**config.mk**
```make
export PLATFORM = sky130hd
export DESIGN_NAME = fifo_ctrl
export DESIGN_NICKNAME = d
export VERILOG_FILES = /design/src/rtl/fifo_pkg.sv /design/src/rtl/fifo_ptr.sv /design/src/rtl/fifo_ctrl.sv
export SDC_FILE = /design/constraint.sdc
export NUM_CORES = 1
export LEC_CHECK = 0
export ABC_AREA = 1
export BUFFER_PORTS_ARGS = -buffer_cell sky130_fd_sc_hd__buf_2
export CAP_MARGIN = 30
export CORE_UTILIZATION = 53
export CTS_BUF_LIST = sky130_fd_sc_hd__clkbuf_4 sky130_fd_sc_hd__clkbuf_8
export DETAILED_ROUTE_END_ITERATION = 7
export GPL_TIMING_DRIVEN = 0
export PLACE_DENSITY = 0.81
export REMOVE_ABC_BUFFERS = 1
export SETUP_SLACK_MARGIN = 0.15
export SYNTH_ARGS = -nofsm -noshare
export SYNTH_HDL_FRONTEND = slang
export SYNTH_SLANG_ARGS = --single-unit
export TNS_END_PERCENT = 30
```
**constraint.sdc**
```tcl
create_clock -name clk -period 2.6 [get_ports clk]
set_clock_uncertainty 0.05 [all_clocks]
set_input_delay 0.26 -clock clk [delete_from_list [all_inputs] [get_ports clk]]
set_output_delay 0.26 -clock clk [all_outputs]
set_load 0.005 [all_outputs]
```
**src/rtl/fifo_pkg.sv**
```systemverilog
`default_nettype none
// =============================================================================
// Module      : fifo_pkg
// Description : Shared widths and pointer/count types for the FIFO controller.
// Revision    : 1.0
// =============================================================================
package fifo_pkg;

    localparam int FIFO_ADDR_WIDTH = 4;
    localparam int FIFO_DEPTH      = 16;

    // Bit FIFO_ADDR_WIDTH is the wrap bit; lower bits address the array.
    typedef logic [FIFO_ADDR_WIDTH:0] fifo_ptr_t;
    typedef logic [FIFO_ADDR_WIDTH:0] fifo_cnt_t;

endpackage
`default_nettype wire

```
**src/rtl/fifo_ptr.sv**
```systemverilog
`default_nettype none
// =============================================================================
// Module      : fifo_ptr
// Description : Wrap-bit pointer register, increments modulo 2*DEPTH when inc.
// Revision    : 1.0
// =============================================================================
module fifo_ptr
    import fifo_pkg::*;
(
    input  logic      clk,
    input  logic      rst,
    input  logic      inc,
    output fifo_ptr_t ptr
);

    always_ff @(posedge clk or posedge rst) begin
        if (rst) begin
            ptr <= '0;
        end else if (inc) begin
            ptr <= ptr + fifo_ptr_t'(1);
        end
    end

endmodule
`default_nettype wire

```
**src/rtl/fifo_ctrl.sv**
```systemverilog
`default_nettype none
// =============================================================================
// Module      : fifo_ctrl
// Description : Pointer, strobe and status controller for a 16-entry FIFO.
//               Optional watermark flags: define FIFO_CTRL_WATERMARK_EN.
// Revision    : 1.0
// =============================================================================
module fifo_ctrl
    import fifo_pkg::*;
#(
    parameter int ADDR_WIDTH = FIFO_ADDR_WIDTH,
    parameter int DEPTH      = FIFO_DEPTH
`ifdef FIFO_CTRL_WATERMARK_EN
    ,
    parameter int AF_LEVEL   = 12,
    parameter int AE_LEVEL   = 4
`endif
) (
    input  logic                  clk,
    input  logic                  rst,
    input  logic                  wr_req,
    input  logic                  rd_req,
    output logic                  can_write,
    output logic                  can_read,
    output logic [ADDR_WIDTH-1:0] wr_ptr,
    output logic [ADDR_WIDTH-1:0] rd_ptr,
    output logic                  rd_valid,
    output logic                  full,
    output logic                  empty,
    output logic [ADDR_WIDTH:0]   count,
    output logic                  overflow,
    output logic                  underflow
`ifdef FIFO_CTRL_WATERMARK_EN
    ,
    output logic                  almost_full,
    output logic                  almost_empty
`endif
);

    fifo_ptr_t r_wr_q;
    fifo_ptr_t r_rd_q;
    fifo_cnt_t w_count;

    fifo_ptr u_wr_ptr (
        .clk (clk),
        .rst (rst),
        .inc (can_write),
        .ptr (r_wr_q)
    );

    fifo_ptr u_rd_ptr (
        .clk (clk),
        .rst (rst),
        .inc (can_read),
        .ptr (r_rd_q)
    );

    assign wr_ptr  = r_wr_q[ADDR_WIDTH-1:0];
    assign rd_ptr  = r_rd_q[ADDR_WIDTH-1:0];
    assign w_count = r_wr_q - r_rd_q;
    assign count   = w_count;
    assign empty   = (r_wr_q == r_rd_q);
    // Equal addresses with opposite wrap bits is exactly a difference of DEPTH.
    assign full    = (w_count == fifo_cnt_t'(DEPTH));

    // A pop frees the slot a simultaneous push needs when full; no fall-through when empty.
    assign can_read  = rd_req & ~empty;
    assign can_write = wr_req & (~full | can_read);

    always_ff @(posedge clk or posedge rst) begin
        if (rst) begin
            rd_valid  <= 1'b0;
            overflow  <= 1'b0;
            underflow <= 1'b0;
        end else begin
            rd_valid <= can_read;
            if (wr_req && !can_write) begin
                overflow <= 1'b1;
            end
            if (rd_req && empty) begin
                underflow <= 1'b1;
            end
        end
    end

`ifdef FIFO_CTRL_WATERMARK_EN
    fifo_cnt_t w_count_next;

    assign w_count_next = w_count + fifo_cnt_t'(can_write) - fifo_cnt_t'(can_read);

    always_ff @(posedge clk or posedge rst) begin
        if (rst) begin
            almost_full  <= 1'b0;
            almost_empty <= 1'b1;
        end else begin
            almost_full  <= (w_count_next >= fifo_cnt_t'(AF_LEVEL));
            almost_empty <= (w_count_next <= fifo_cnt_t'(AE_LEVEL));
        end
    end
`endif

endmodule
`default_nettype wire

```
==> metrics.md, run 1 <==
| Metric | Value |
|---|---|
| Met2 Use GR | `35.08%` |
| Die area | `1799 sq um` |
| Worst Hold Margin | `199.6 ps` |
| Worst Setup EP | `can_write` |
| Synth area leaders | `dfrtp_1, ha_1, nand2_1, nand3_1, buf_4` |
| Crit path required time | `2290 ps` |
| Clk Latency, worst-skew pair | `280 ps` |
| Power Total | `1.604 mW` |
| Post-synthesis sequential area ratio | `37.57%` |
| Sw power | `0.7453 mW` |
| Min Clock Period, post-route | `2412 ps` |
| Layout overhead on the synthesized area | `20.66%` |
| Max_cap viols | `0` |
| Sw Share | `46.47%` |
| Fin. max-slew vios | `0` |
| Setup WS post-layout | `188.1 ps` |
| Top delay family on crit path | `adder cells` |
| Synthesized area | `865.8 sq um` |
| R2R depth | `10` |
| Count of final setup violators | `0` |
| Comb pwr share | `66.3%` |
| Worst r2r dst | `u_wr_ptr.ptr[0]$_DFFE_PP0P_` |
| Sequential Power Share | `25.1%` |
| Startpoint Class | `flip-flop` |
| Via count | `738` |
| Die Width | `42.42 microns` |
| Synthesis Warnings | `0` |
| Levels on crit path | `10` |
| Worst hold path type | `input pin to flip-flop` |
| Achievable Freq | `414.6 MHz` |
| CP Class | `flip-flop to output pin` |
| Fin nets | `135` |
| Maximum number of pins on one net before global-route repair | `14` |
| Post-DR vias/cell | `5.309` |
| Flop-to-flop setup slack | `510 ps` |
| Crit path largest cell delay | `460 ps` |
| # rows | `14` |
| Synth Register Bits | `13` |
| VDD IR-drop max | `0.7052 mV` |
| Vias in the first global route | `676` |
| DIE HEIGHT | `42.42 microns` |
| GRT overflow | `0` |
| Post-DR wirelength/cell | `12.89 microns` |
| Buffers on Ports | `23` |
| Crit path max fanout | `2` |
| Worst-path clk slew | `80 ps` |
| FFs w/ async S/R, synth | `100.0%` |
| Setup TNS | `0 ps` |
| Int Power | `0.8584 mW` |
| Drt first-iter violations | `20` |
| Core box area | `1524 sq um` |
| Worst path cell trace | `inv_2 -> ha_4 -> inv_2 -> fa_1 -> or2_4 -> nor2_4 -> nand4_4 -> nand2_4 -> inv_2 -> buf_6` |
| RSZ-0062 raised after global routing | `yes` |
| CTS tree | `yes` |
| CTS Buf Count | `3` |
| Ratio of cells with drive above 1 in the final layout | `36.59%` |
| CP bufs+invs | `4` |
| Most common cell after layout, fill and taps aside | `buf_2` |
| Residual DRC | `0` |
| Met3 GRT Util | `5.603%` |
| Routability Congestion | `0.8541` |
| CTS max path bufs | `2` |
| Most used flip-flop cell after synthesis | `dfrtp_1` |
| Met1 Use GR | `27.86%` |
| Commonest cells after routing, fill and taps aside | `buf_2, nand2_1, dfrtp_1` |
| Post-DP HPWL | `1.245 mm` |
| Post-synth EDFFs | `0` |
| PwrDens | `1535 nW/um^2` |
| Final Cycle Share | `92.76%` |
| Gr usage total | `21.88%` |
| CTS Root Cell | `clkbuf_4` |
| Clock network power share | `8.6%` |
| Outcome | `completed` |
| Syn avg cell area | `8.835 sq um` |
| Sink Count | `13` |
| Starting Density | `56.81%` |
| Most frequent CP cell | `inv_2` |
| Critical path origin | `u_wr_ptr.ptr[0]$_DFFE_PP0P_` |
| Io pins | `24` |
| Post-route ant nets | `0` |
| Antenna cell count | `0` |
| Final hold vios | `0` |
| CP max stage cell | `fa_1` |
| First-pass DRT Iterations | `4` |
| Initial antenna violation count | `0` |
| Dpl ws | `173.8 ps` |
| DRT Wirelength | `1.792 mm` |
| Worst-Margin Slew | `502.6 ps` |
| First-pass GRT wire length | `2.932 mm` |
| Slew HR | `66.46%` |
| Top cell type's share of synthesized area | `37.57%` |
| Static Leak | `0.5819 nW` |
| CP Capture Type | `output pin` |
| Crit path DAT | `2100 ps` |
| Largest area contributor in the netlist | `dfrtp_1` |
| H-Tree Depth | `1` |
| FF-to-FF Start | `u_wr_ptr.ptr[0]$_DFFE_PP0P_` |
| Library cells used by synthesis | `21` |
| Synthesized instance count | `98` |
| Most Crowded Layer GR | `met2` |
## power by group through the flow
stage / Clock (mW) / Combinational, mW / Sequential (mW)
floorplan: 0 / 0.621 / 0.405
CTS: 0.141 / 1.02 / 0.394
global route: 0.151 / 1.19 / 0.417
global placement: 0 / 0.888 / 0.407
detailed placement: 0 / 0.931 / 0.412
finish: 0.138 / 1.06 / 0.402
## synthesized netlist by cell type, types with 2 or more instances
cell,n
nand2_1,18
nor2_2,2
xor2_1,5
buf_4,8
a21oi_1,2
nand3_1,12
nand2_2,3
dfrtp_1,13
ha_1,6
xnor2_1,5
inv_1,14
## stage by stage
step           util [%]  instances  cell area [sq um]
4_1_cts           66.83        138               1018
3_5_place_dp      61.74        129              940.9
3_3_place_gp      61.74        129              940.9
5_1_grt           68.55        139               1045
2_1_floorplan         -         90              805.8
6_report          68.55        139               1045
## area by class of cell
class                   count  area (sq um)
multi-input cells          63         447.9
clock buffers               4         30.03
well taps                  16         20.02
flip-flops and latches     13         325.3
fillers                   116         479.2
inverters                  14         52.55
repair buffers             29         168.9
## logic make-up (layout without fill, tap and decap cells)
logic type / Yosys count / after routing / synth area share, %
flops: 13 / 13 / 37.57
simple gates: 41 / 41 / 24.71
buf+inv: 22 / 47 / 13.01
xor+xnor: 10 / 10 / 10.12
compound gates: 5 / 5 / 3.613
fa+ha+maj: 7 / 7 / 10.98
## flip-flops by register name, indices dropped and copies added, names as in the netlist
name          count
rd_valid          1
overflow          1
underflow         1
u_wr_ptr.ptr      5
u_rd_ptr.ptr      5
## layer usage
layer  part of all wire, %  vias up
met3                   5.0        4
met1                    40      359
li1                      -      353
met2                    54       22
met5                     0        -
met4                  0.78        0
## timing repair
item | in CTS | in global routing
hold buffers | 1 | 0
hold endpoints to repair | 13 | 0
setup endpoints to repair | 2 | 2
buffers inserted | 4 | 1
gates resized for setup | 2 | 6
pin swaps | 3 | 5
gates cloned | 0 | 0
## worst min path at each step
stage	from	to	cells past startpoint
after global routing	rd_req	underflow$_DFFE_PP0P_	2
after floorplan	rst	overflow$_DFFE_PP0P_	1
after global placement	rst	overflow$_DFFE_PP0P_	2
final	rd_req	underflow$_DFFE_PP0P_	2
after CTS	rd_req	underflow$_DFFE_PP0P_	2
after detailed placement	rst	overflow$_DFFE_PP0P_	2
Note: power is estimated with default switching activity, not from simulation.
==> inputs of run 2 (changes only) <==
--- a/config.mk
+++ b/config.mk
@@ -8,11 +8,11 @@
 export ABC_AREA = 1
 export BUFFER_PORTS_ARGS = -buffer_cell sky130_fd_sc_hd__buf_2
 export CAP_MARGIN = 30
-export CORE_UTILIZATION = 53
+export CORE_UTILIZATION = 48
 export CTS_BUF_LIST = sky130_fd_sc_hd__clkbuf_4 sky130_fd_sc_hd__clkbuf_8
 export DETAILED_ROUTE_END_ITERATION = 7
 export GPL_TIMING_DRIVEN = 0
-export PLACE_DENSITY = 0.81
+export PLACE_DENSITY = 0.77
 export REMOVE_ABC_BUFFERS = 1
 export SETUP_SLACK_MARGIN = 0.15
 export SYNTH_ARGS = -nofsm -noshare
==> constraint.sdc (replaced) <==
create_clock -name clk -period 2 [get_ports clk]
set_clock_uncertainty 0.05 [all_clocks]
set_input_delay 0.2 -clock clk [delete_from_list [all_inputs] [get_ports clk]]
set_output_delay 0.2 -clock clk [all_outputs]
set_load 0.005 [all_outputs]
==> run 2 against run 1 <==
  * The run now ends with negative setup slack left
  * Global-route usage shrank 2.1 points
  * Hold slack lost 32 ps
  * Largest power group unchanged
  * Worst setup slack lost 530 ps
  * Sequential power grew 32%
  * Wire length grew 28%
  * Via count grew 7.7%
  * Core utilization grew 11 points
  * Design area grew 21%
  * Register-to-register slack lost 590 ps
  * Clock power grew 27%
  * Sequential share of layout area shrank 5.1 points
==> metrics.md, run 2 (synthesis results as in run 1) <==
| Metric | Value |
|---|---|
| DIE HEIGHT | `44.47 microns` |
| Most common cell after layout, fill and taps aside | `buf_2` |
| Vias in the first global route | `665` |
| Power Total | `2.678 mW` |
| Dpl ws | `-390.7 ps` |
| Top Registers | `u_rd_ptr.ptr: 5 flops, u_wr_ptr.ptr: 5 flops` |
| RSZ-0062 raised after global routing | `yes` |
| Gr usage total | `19.83%` |
| Residual DRC | `0` |
| Antenna cell count | `0` |
| Die area | `1978 sq um` |
| Post-route ant nets | `0` |
| Crit path max fanout | `2` |
| Slew HR | `66.58%` |
| Initial antenna violation count | `0` |
| DRT Wirelength | `2.302 mm` |
| Post-DR wirelength/cell | `14.66 microns` |
| First-pass GRT wire length | `2.787 mm` |
| Routability Congestion | `0.8644` |
| Final Cycle Share | `117.2%` |
| GRT overflow | `0` |
| H-Tree Depth | `1` |
| Achievable Freq | `426.5 MHz` |
| # rows | `14` |
| Worst-Margin Slew | `500.7 ps` |
| Post-DP HPWL | `1.235 mm` |
| Drt first-iter violations | `20` |
| CP Capture Type | `output pin` |
| Setup TNS | `-872.5 ps` |
| Layout overhead on the synthesized area | `46.24%` |
| CP Class | `flip-flop to output pin` |
| Fin nets | `145` |
| Outcome | `complete, but fails checks` |
| Buffers on Ports | `23` |
| Setup WS post-layout | `-344.4 ps` |
| Register area | `330.3 sq um` |
| Count of final setup violators | `8` |
| Via count | `795` |
| Fin. max-slew vios | `0` |
| CTS Buf Count | `3` |
| Static Leak | `0.6453 nW` |
| Min Clock Period, post-route | `2344 ps` |
| Area of the multi-input gates | `551.8 sq um` |
| Maximum number of pins on one net before global-route repair | `14` |
| VDD IR-drop max | `1.189 mV` |
| Core box area | `1594 sq um` |
| First-pass DRT Iterations | `4` |
| Final hold vios | `0` |
| Starting Density | `54.32%` |
| CTS max path bufs | `2` |
| Sink Count | `13` |
| Worst hold path type | `input pin to flip-flop` |
| Io pins | `24` |
| Post-DR vias/cell | `5.064` |
| Die Width | `44.47 microns` |
| Failing checks | `negative setup slack` |
| Ratio of cells with drive above 1 in the final layout | `57.89%` |
| CTS tree | `yes` |
| PwrDens | `2115 nW/um^2` |
| Commonest cells after routing, fill and taps aside | `buf_2, buf_4, nand2_1` |
| Crit path required time | `1750 ps` |
| Worst-path clk slew | `80 ps` |
| Startpoint Class | `flip-flop` |
| CTS Root Cell | `clkbuf_4` |
| Crit path DAT | `2090 ps` |
| Max_cap viols | `0` |
| Fillers | `102` |
| Clk Latency, worst-skew pair | `270 ps` |
[run 2: changes by cell type in the layout (fill, tap and decap cells not counted), moves of 2 or more]
cell     delta
nand2_1     -5
dfrtp_2     +4
nand2_4     +2
nand2_2     +3
buf_4       +9
dfrtp_1     -4
nand3_2     +3
nand3_1     -3
ha_1        -3
ha_4        +3
inv_1       -3
[run 2: path summary, 6_finish.rpt]
path | startpoint | end | slack, ps | depth (start not counted)
worst max-delay path | u_wr_ptr.ptr[0]$_DFFE_PP0P_ | can_write | -340 | 10
worst min-delay path | rd_req | underflow$_DFFE_PP0P_ | 170 | 2
worst max register to register | u_wr_ptr.ptr[0]$_DFFE_PP0P_ | u_wr_ptr.ptr[1]$_DFFE_PP0P_ | -80 | 11
worst min register to register | underflow$_DFFE_PP0P_ | underflow$_DFFE_PP0P_ | 430 | 1
max in group asynchronous | rst | u_wr_ptr.ptr[3]$_DFFE_PP0P_ | 1090 | 3
min in group asynchronous | rst | rd_valid$_DFF_PP0_ | 450 | 3
[run 2: stage by stage]
stage	utilization [%]	hold slack [ps]	instances	area, sq um
after global placement	59.65	188.3	137	950.9
final	79.43	167.6	157	1266
after CTS	67.66	164.5	146	1079
after floorplan	-	26.96	90	805.8
after global routing	79.43	165.8	157	1266
after detailed placement	59.65	195.6	137	950.9
[run 2: power breakdown]
group	switching (mW)	total, mW	internal (mW)
Combinational	1.02	1.97	0.952
Clock	0.0848	0.175	0.0907
Sequential	0.136	0.530	0.393
[run 2: cell type report]
type	count	share of cell area, %
clock buffers	4	2.372
inverters	14	5.336
multi-input cells	63	43.58
flip-flops and latches	13	26.09
well taps	24	2.372
repair buffers	39	20.26
[run 2: repair_timing]
item                       CTS  global route
cloned                       0             0
hold buffers                 1             0
setup buffers                4            11
setup endpoints to repair   14            15
resized for setup           16            25
pin swaps                    8            12
hold endpoints to repair    13             0
[run 2: per-layer routing]
metal	track usage, %	routed length [microns]
met2	31.47	1181
met3	3.673	90
met4	8.485	36
met5	0	0
met1	26.49	994
[run 2: critical path, cell delays in order (launching register included)]
cell and delay [ps]:
dfrtp_1 400, inv_2 90, ha_4 140, inv_4 40, fa_2 430, or2_4 250, nor2_4 110, nand4_4 120
nand2_4 100, inv_2 40, buf_2 110
==> inputs of run 3 (changes only) <==
--- a/config.mk
+++ b/config.mk
@@ -8,7 +8,7 @@
 export ABC_AREA = 1
 export BUFFER_PORTS_ARGS = -buffer_cell sky130_fd_sc_hd__buf_2
 export CAP_MARGIN = 30
-export CORE_UTILIZATION = 48
+export CORE_UTILIZATION = 50
 export CTS_BUF_LIST = sky130_fd_sc_hd__clkbuf_4 sky130_fd_sc_hd__clkbuf_8
 export DETAILED_ROUTE_END_ITERATION = 7
 export GPL_TIMING_DRIVEN = 0
==> constraint.sdc (replaced) <==
create_clock -name clk -period 2.9 [get_ports clk]
set_clock_uncertainty 0.05 [all_clocks]
set_input_delay 0.29 -clock clk [delete_from_list [all_inputs] [get_ports clk]]
set_output_delay 0.29 -clock clk [all_outputs]
set_load 0.005 [all_outputs]
==> run 3 against run 2 <==
  * The flow finishes with violations (design-rule violations)
  * Register-to-register slack gained 790 ps
  * Core utilization fell by 15 points
  * Wire length fell by 34%
  * Cell count shrank 13%
  * Design area fell by 21%
  * Non-clock buffer count shrank 12
  * First-iteration DRC count is 35% lower
  * Clock-buffer cell count is the same
  * Largest power group unchanged
==> metrics.md, run 3 (synthesis results as in run 1) <==
| Metric | Value |
|---|---|
| DP Area | `940.9 sq um` |
| Post-DP HPWL | `1.156 mm` |
| Worst-path clk slew | `80 ps` |
| Maximum number of pins on one net before global-route repair | `14` |
| CTS Buf Count | `3` |
| Power Total | `1.333 mW` |
| Routability Congestion | `0.8040` |
| Worst path cell trace | `ha_1 -> inv_1 -> fa_1 -> or2_2 -> nor2_2 -> nand4_4 -> nand2_4 -> inv_1 -> buf_2` |
| Worst-Margin Slew | `483.2 ps` |
| CP Class | `flip-flop to output pin` |
| Sw Share | `46.19%` |
| Min Clock Period, post-route | `2615 ps` |
| Gr usage total | `17.86%` |
| Via count | `671` |
| Critical path origin | `u_rd_ptr.ptr[0]$_DFFE_PP0P_` |
| Cell area after layout | `1005 sq um` |
| Post-DR vias/cell | `4.898` |
| Layout overhead on the synthesized area | `16.04%` |
| DIE HEIGHT | `43.62 microns` |
| CP max stage cell | `dfrtp_2` |
| Setup TNS | `0 ps` |
| Crit path largest cell delay | `450 ps` |
| Clk Latency, worst-skew pair | `280 ps` |
| Startpoint Class | `flip-flop` |
| RSZ-0062 raised after global routing | `no` |
| DRT Wirelength | `1.516 mm` |
| CTS max path bufs | `2` |
| Max_cap viols | `0` |
| Residual DRC | `3` |
| GRT overflow | `0` |
| CTS tree | `yes` |
| Antenna cell count | `0` |
| Worst Setup EP | `can_write` |
| Buffers on Ports | `23` |
| Vias in the first global route | `592` |
| Worst Hold Margin | `222.2 ps` |
| First-pass GRT wire length | `2.525 mm` |
| Ratio of cells with drive above 1 in the final layout | `33.06%` |
| Io pins | `24` |
| Crit path max fanout | `6` |
| Slew HR | `67.75%` |
| CP Capture Type | `output pin` |
| Initial antenna violation count | `0` |
| Sw power | `0.6155 mW` |
| Top Registers | `u_rd_ptr.ptr: 5 flops, u_wr_ptr.ptr: 5 flops` |
| FF-to-FF Start | `u_rd_ptr.ptr[0]$_DFFE_PP0P_` |
| Count of final setup violators | `0` |
| Placed Cells | `129` |
| Post-route ant nets | `0` |
| Fin. max-slew vios | `0` |
| Most common cell after layout, fill and taps aside | `buf_2` |
| Crit path DAT | `2280 ps` |
| Starting Density | `55.54%` |
| Failing checks | `design-rule violations` |
| Sink Count | `13` |
| R2R depth | `9` |
| Final Cycle Share | `90.19%` |
| Layout Cells excl Fill | `137` |
| Post-DR wirelength/cell | `11.07 microns` |
| Achievable Freq | `382.4 MHz` |
| Min-Delay Startpoint | `rd_req` |
| Int Power | `0.7170 mW` |
| Comb pwr share | `63.6%` |
| Sequential Power Share | `27.1%` |
| H-Tree Depth | `1` |
| VDD IR-drop max | `0.6427 mV` |
| Final hold vios | `0` |
| Commonest cells after routing, fill and taps aside | `buf_2, nand2_1, inv_1` |
| Flop-to-flop setup slack | `710 ps` |
| Die area | `1902 sq um` |
| PwrDens | `1326 nW/um^2` |
| Most frequent CP cell | `inv_1` |
| Outcome | `complete, but fails checks` |
| First-pass DRT Iterations | `6` |
| Clock network power share | `9.3%` |
| Worst r2r dst | `u_wr_ptr.ptr[4]$_DFFE_PP0P_` |
| Crit path required time | `2560 ps` |
| Static Leak | `0.5693 nW` |
| Worst hold path type | `input pin to flip-flop` |
| Die Width | `43.62 microns` |
| CTS Root Cell | `clkbuf_4` |
| Fin nets | `133` |
| # rows | `14` |
| Core box area | `1559 sq um` |
| Drt first-iter violations | `13` |
-- run 3: cell types whose count changed in the layout (fill, tap and decap cells not counted), sizes merged --
cell	change
buf	-12
clkinv	-1
inv	+1
-- run 3: layer usage --
layer,GRT usage (%),share of wire (%),vias up
met5,0,0,-
met4,9.375,2.0,0
met2,25.37,44,13
met1,26.34,51,304
li1,-,-,349
met3,2.500,3.0,5
-- run 3: power by group through the flow --
| stage | Clock (mW) | Sequential, mW | Combinational (mW) |
|---|---|---|---|
| global placement | 0 | 0.365 | 0.803 |
| detailed placement | 0 | 0.369 | 0.821 |
| global route | 0.133 | 0.375 | 0.957 |
| floorplan | 0 | 0.363 | 0.557 |
| finish | 0.124 | 0.361 | 0.848 |
| CTS | 0.124 | 0.360 | 0.842 |
-- run 3: worst max-delay path, delay by kind of cell, from the launching register on --
kind / cells / cell delay [ps]
buf+inv: 3 / 230
fa+ha+maj: 2 / 600
flops: 1 / 450
simple gates: 4 / 710
-- run 3: worst min path at each step --
| stage | endpoint | slack [ps] | cells after the start |
|---|---|---|---|
| after floorplan | overflow$_DFFE_PP0P_ | 120 | 1 |
| after global placement | overflow$_DFFE_PP0P_ | 280 | 2 |
| after detailed placement | overflow$_DFFE_PP0P_ | 290 | 2 |
| after CTS | underflow$_DFFE_PP0P_ | 220 | 2 |
| after global routing | underflow$_DFFE_PP0P_ | 230 | 2 |
| final | underflow$_DFFE_PP0P_ | 220 | 2 |
-- run 3: layout make-up --
type | instances | area, sq um
fillers | 133 | 554.3
multi-input cells | 63 | 427.9
flip-flops and latches | 13 | 326.6
repair buffers | 27 | 147.6
inverters | 14 | 52.55
clock buffers | 4 | 30.03
well taps | 16 | 20.02
-- run 3: metrics by stage --
| stage | utilization [%] | setup WS (ps) |
|---|---|---|
| after global routing | 64.45 | 173.7 |
| after global placement | 60.35 | 455.1 |
| after CTS | 63.40 | 169.2 |
| after floorplan | - | 636.8 |
| final | 64.45 | 284.6 |
| after detailed placement | 60.35 | 446.6 |
-- run 3: what timing repair did --
| item | CTS | global route |
|---|---|---|
| hold buffers | 1 | 0 |
| buffers inserted | 1 | 2 |
| hold endpoints to repair | 13 | 0 |
| pin swaps | 0 | 1 |
| endpoints found under the setup margin | 1 | 1 |
| resized for setup | 0 | 1 |
